===== src/rtl/fp_result_writeback.sv =====
// FP adder result writeback queue: NaN-boxes single results, buffers them in a
// small FIFO ahead of the register file, and accrues sticky exception flags.
module fp_result_writeback #(
  parameter int DEPTH = 4,
  parameter int TAG_W = 5
) (
  input  logic             clk,
  input  logic             rst,
  input  logic             in_valid,
  output logic             in_ready,
  input  logic [63:0]      in_result,
  input  logic             in_is_dp,
  input  logic [4:0]       in_flags,
  input  logic [TAG_W-1:0] in_tag,
  output logic             out_valid,
  input  logic             out_ready,
  output logic [63:0]      out_result,
  output logic [4:0]       out_flags,
  output logic [TAG_W-1:0] out_tag,
  input  logic             flush,
  input  logic             csr_we,
  input  logic [4:0]       csr_wdata,
  output logic [4:0]       fflags,
  output logic [15:0]      commit_count
);

  localparam int PTR_W = $clog2(DEPTH);
  localparam logic [PTR_W:0] DEPTH_C = DEPTH[PTR_W:0];

  logic [63:0]      r_mem_res [DEPTH];
  logic [4:0]       r_mem_flg [DEPTH];
  logic [TAG_W-1:0] r_mem_tag [DEPTH];

  logic [PTR_W-1:0] r_wr_ptr, r_rd_ptr;
  logic [PTR_W:0]   r_count;
  logic [4:0]       r_fflags;
  logic [15:0]      r_commit;

  logic             w_push, w_pop;
  logic [63:0]      w_boxed;

  assign in_ready  = (r_count < DEPTH_C);
  assign out_valid = (r_count != '0);
  assign w_push    = in_valid && in_ready && !flush;
  assign w_pop     = out_valid && out_ready && !flush;
  assign w_boxed   = in_is_dp ? in_result : {32'hFFFF_FFFF, in_result[31:0]};

  // Head is read straight from storage so out_* never sees in_* in the push cycle.
  assign out_result   = r_mem_res[r_rd_ptr];
  assign out_flags    = r_mem_flg[r_rd_ptr];
  assign out_tag      = r_mem_tag[r_rd_ptr];
  assign fflags       = r_fflags;
  assign commit_count = r_commit;

  always_ff @(posedge clk) begin
    if (w_push) begin
      r_mem_res[r_wr_ptr] <= w_boxed;
      r_mem_flg[r_wr_ptr] <= in_flags;
      r_mem_tag[r_wr_ptr] <= in_tag;
    end
  end

  always_ff @(posedge clk or posedge rst) begin
    if (rst) begin
      r_wr_ptr <= '0;
      r_rd_ptr <= '0;
      r_count  <= '0;
    end else if (flush) begin
      r_wr_ptr <= '0;
      r_rd_ptr <= '0;
      r_count  <= '0;
    end else begin
      if (w_push) r_wr_ptr <= r_wr_ptr + 1'b1;
      if (w_pop)  r_rd_ptr <= r_rd_ptr + 1'b1;
      case ({w_push, w_pop})
        2'b10:   r_count <= r_count + 1'b1;
        2'b01:   r_count <= r_count - 1'b1;
        default: r_count <= r_count;
      endcase
    end
  end

  // A CSR write in the same cycle as a commit keeps the committing flags.
  always_ff @(posedge clk or posedge rst) begin
    if (rst) begin
      r_fflags <= '0;
      r_commit <= '0;
    end else begin
      if (csr_we)     r_fflags <= csr_wdata | (w_pop ? out_flags : 5'b0);
      else if (w_pop) r_fflags <= r_fflags | out_flags;
      if (w_pop)      r_commit <= r_commit + 16'd1;
    end
  end

endmodule


===== config.mk =====
export PLATFORM = sky130hd
export DESIGN_NAME = fp_result_writeback
export DESIGN_NICKNAME = d
export VERILOG_FILES = /design/src/rtl/fp_result_writeback.sv
export SDC_FILE = /design/constraint.sdc
export NUM_CORES = 1
export LEC_CHECK = 0
export CAP_MARGIN = 40
export CORE_ASPECT_RATIO = 0.75
export CORE_UTILIZATION = 49
export DETAILED_ROUTE_END_ITERATION = 12
export GPL_TIMING_DRIVEN = 1
export PLACE_DENSITY = 0.76
export SETUP_SLACK_MARGIN = 0.2
export SKIP_CTS_REPAIR_TIMING = 1
export SYNTH_ARGS = -nofsm -noshare
export SYNTH_HDL_FRONTEND = slang
export SYNTH_SLANG_ARGS = --single-unit

===== constraint.sdc =====
create_clock -name clk -period 3.53 [get_ports clk]
set_clock_uncertainty 0.15 [all_clocks]
set_input_delay 1.059 -clock clk [delete_from_list [all_inputs] [get_ports clk]]
set_output_delay 1.059 -clock clk [all_outputs]
set_load 0.01 [all_outputs]

# == Word level (Yosys, flattened, before mapping) ==
# Memory sizes are Yosys's and may differ from the RTL's.
# Cells that the tools add are included.
# classes
n_addsub,5
magnitude_cmp,1
n_eq_ne,2
n_mux,12
bitwise_logic,2
n_reduce_logical,10
# ops
cell,n
two-way mux 64 bit,1
"adder 16 x 1 -> 16 bit, second input constant",1
two-way mux 5 bit,3
OR 5 bit,2
two-way mux 2 bit,4
one-hot mux 3 bit (2 select lines),1
nonzero test 2 bit,3
nonzero test 3 bit,2
"adder 2 x 1 -> 2 bit, second input constant",2
logical AND 1 bit,4
"adder 3 x 1 -> 3 bit, second input constant",1
"< comparator 3 bit, second input constant",1
two-way mux 3 bit,1
"subtractor 3 x 1 -> 3 bit, second input constant",1
"equality test 2 x 1 -> 1 bit, second input constant",1
"equality test 2 bit, second input constant",1
two-way mux 1 bit,2
logical NOT 1 bit,1
# totals
ff_bits,28
ram_bits,296
in_bits,86
output_inout_bits,97
n_memories,3
# mem_list
memory,depth,width,read_ports,rd_clocked_by_memory_dff,wr,line,rtl
r_mem_res,4,64,1,0,1,30,logic [63:0] r_mem_res [DEPTH];
r_mem_flg,4,5,1,0,1,31,logic [4:0] r_mem_flg [DEPTH];
r_mem_tag,4,5,1,0,1,32,logic [TAG_W-1:0] r_mem_tag [DEPTH];

# == Longest topological paths before layout ==
# depth
depth_word,6
depth_mapped,7
mapped_depth_nobuf,6

# == Worst setup path after synthesis ==
# Ideal clock, no wire load.
# synth_timing
path_type,input port to flip-flop
startpoint,in in_valid
endpoint,"mem r_mem_flg[0][0], enable pin"
arrival_ns,3.317
path_slack_ns,-0.378
cell_stages,4
path_buffers,1
cell_sequence,and2b_2 buf_2 nor2b_1 and2_1
# synth_between
elab_chain_len,4
# synth_rtl
element,line,rtl
start: declaration,9,"input logic in_valid,"
logical AND 1 bit (2 in a row),44,assign w_push = in_valid && in_ready && !flush;
two-way mux 1 bit,56,if (w_push) begin
two-way mux 1 bit (not written as such),58,r_mem_flg[r_wr_ptr] <= in_flags;
end: declaration,31,
# No other way between the ends.

# == Worst setup path in the final report ==
# layout_timing
startpoint,reg r_rd_ptr[0]
endpoint,out out_result[42]
# layout_between
elab_chain_len,1
# layout_rtl
element,line,rtl
start: declaration,34,"logic [PTR_W-1:0] r_wr_ptr, r_rd_ptr;"
start signal: assignment,74,if (w_pop) r_rd_ptr <= r_rd_ptr + 1'b1;
memory (4 x 64 bit),-,
end: declaration,17,"output logic [63:0] out_result,"
# No other way between the ends.

==> run metrics <==
post-synth cell types 35; CP arrival 2150 ps; Worst Setup Start Kind flop; Ports ~180; Avg Cell Area, Syn between 20 and 25 µm²; Yosys warning total 0; mux share of post-synthesis cell area 13.7%; Starting Density 50.6%; DIE AREA between 0.02 and 0.03 mm²; Post-Synthesis Cell Area 0.0123 mm²; Final WS setup 172 ps; top_reg_cell synth edfxtp_1; largest cells by area after synthesis edfxtp_1 72%, mux4_2 14%, dfrtp_1 5.7%; FFs w/ async S/R, synth 8.64%; row count 49; slew of the pin with the lowest slew margin about 800 ps; unrepaired setup endpoints after global routing true; Max-Cap Viols 0; Buf/Inv on CP 4; CP Max Fanout 10; GRT Total Usage 19.6%; Post-synth EDFFs a little under 300; Initial DRC Count 432; Synth Area in Compound Gates 0.968%; DR vias roughly 6200; residual DRC count 0; ratio of final minimum period to clock period 95.1%; Min-Delay Path Class reg -> reg; Core Area 0.0243 mm²; share of post-route cells with drive strength above 1 23.2%; initial antenna violation count 2; top post-synthesis cells by count 296 x edfxtp_1, 74 x mux4_2, 32 x nand2b_1; crit path cell chain buf_4 > clkbuf_16 > buf_4 > mux4_2 > clkbuf_2; Post-Synth XOR/XNOR Area 1.50%; sequential share of the synthesized area 78.1%; Detailed Place HPWL 15900 µm; Final setup viols 0; CP Depth 5; clock transition at the registers of the reported paths 60 ps; slowest stage delay, CP approximately 500 ps; total wire length 25100 µm; CTS Sinks 324; global-route wire length before repair 37800 µm; critical path capture point type primary output; Vias per Instance 5.43; status completed; count of input and output buffers 182; NumNets Final slightly below 900; worst slack, placed ~340 ps; Max Fclk 298 MHz; Pins Over Slew Limit 0; count leader, synth edfxtp_1; critical path class reg -> out; GP Congestion 0.837; per-cell routed wire length between 20 and 25 µm; largest net degree at the start of global routing 41; Slowest-stage cell, CP dfrtp_4; CP top delay family buffers and inverters; CTS tree yes; Mapped Cells 547; total global routing overflow 0; vias in the first global route between 6000 and 7000; Reg2Reg Depth 6; post-synth top area cell edfxtp_1; Root Buffer clkbuf_16; Synth top area share 72.4%; DR pass1 iterations 5; worst IR drop on VDD about 0.00044 V; Syn-to-layout area delta 31.4%; Post-Synth Adder-Cell Area less than 1%; Worst Path Required 2320 ps; post-layout util 66.4%; most used cell, CP buf_4; main combinational cell family by area after synthesis multiplexers; CTS buffer count 31; Routed Antenna Nets 0; Cell Pwr Density 651 mW/mm²; Max-slew headroom around 47%; syn nets 639; Post-Synth Simple-Gate Area 4.03%; Final Critical Period between 3000 and 4000 ps; Worst-Skew Late Latency 540 ps; Bufs on Longest Clock Path 3; Pleak 5.79 nW; Die Height 139 µm; WHS 326 ps; die span in x 185 µm; Hold Path Depth 1; Yosys reg bits 324; final hold violations 0; H-Tree Depth 1
-- path summary, 6_finish.rpt --
kind / startpoint / slack [ps] / endpoint
worst max-delay path: r_rd_ptr[0]$_DFFE_PP0P_ / 170 / out_result[42]
worst min-delay path: commit_count[15]$_DFFE_PP0P_ / 330 / commit_count[15]$_DFFE_PP0P_
worst max register to register: r_count[2]$_DFFE_PP0P_ / 950 / r_count[2]$_DFFE_PP0P_
worst min register to register: commit_count[15]$_DFFE_PP0P_ / 330 / commit_count[15]$_DFFE_PP0P_
max in group asynchronous: rst / 1930 / fflags[3]$_DFFE_PP0P_
min in group asynchronous: rst / 670 / r_count[1]$_DFFE_PP0P_
-- worst register-to-register path, stage by stage, from the launching register on --
cell	delay, ps
dfrtp_1	470
o31ai_4	750
nor3_1	160
fa_1	450
nor3_1	160
a211oi_1	70
a211oi_1	260
-- placed cells by master (no fill, tap or decap), types with 3 or more instances in the layout --
cell,Yosys,final
ha_1,5,5
buf_12,0,14
nand3_1,7,7
clkbuf_1,9,7
bufinv_16,0,4
nand4_1,3,3
clkbuf_2,0,10
buf_4,4,26
a221o_1,5,5
nand2_1,9,9
clkinv_1,0,7
nor2_1,9,9
nand2b_1,32,32
xor2_1,4,4
nor2b_1,6,6
dfrtp_1,28,26
clkinv_2,0,6
mux4_2,74,74
xnor2_1,17,17
clkdlybuf4s50_1,0,108
and2_4,0,4
dlymetal6s2s_1,0,64
clkbuf_16,0,32
edfxtp_1,296,296
nor3_1,3,3
inv_1,5,5
-- layer usage --
| metal | vias to the layer above | routed length (µm) | GRT usage, % | part of all wire, % |
|---|---|---|---|---|
| li1 | 2735 | - | - | - |
| met1 | 3190 | 10400 | 27.4 | 41 |
| met2 | 250 | 12300 | 31.5 | 49 |
| met3 | 35 | 1970 | 5.04 | 7.9 |
| met4 | 0 | 392 | 4.35 | 1.6 |
| met5 | - | 0 | 0 | 0 |
-- cell type report --
class	count	area (µm²)
antenna	2	5.00
clock buffer	38	802
clock inverter	20	203
fill	1614	8150
inverter	5	18.8
multi-input combinational	196	2570
sequential	324	9600
tap	331	414
timing repair buffer	228	2520
-- cells by family after synthesis --
group	count (synthesis)
compound gates	13
xor+xnor	21
fa+ha+maj	6
buf+inv	27
flops	324
mux	75
simple gates	81
-- flip-flops by register name, summed over array words and instances, names as in the netlist --
| name | cells |
|---|---|
| r_count | 3 |
| commit_count | 16 |
| r_mem_flg | 20 |
| r_mem_tag | 20 |
| r_rd_ptr | 2 |
| r_mem_res | 256 |
| r_wr_ptr | 2 |
| fflags | 5 |
-- power breakdown --
part / switching (W) / total [W] / internal [W]
clock: 0.00132 / 0.00322 / 0.00190
sequential: 0.000127 / 0.00458 / 0.00445
combinational: 0.00116 / 0.00269 / 0.00153
total: 0.00261 / 0.0105 / 0.00789
-- through the flow --
step | total power, W | setup TNS, ps | instances | area [µm²]
final | 0.0105 | 0 | 1144 | 16100
after global routing | 0.0109 | 0 | 1143 | 16100
after CTS | 0.0105 | -10520 | 1116 | 15800
after detailed placement | 0.00727 | 0 | 1058 | 14800
after global placement | 0.00722 | 0 | 1058 | 14800
after floorplan | 0.00597 | 0 | 547 | 12300
(Power assumes the default switching activity.)
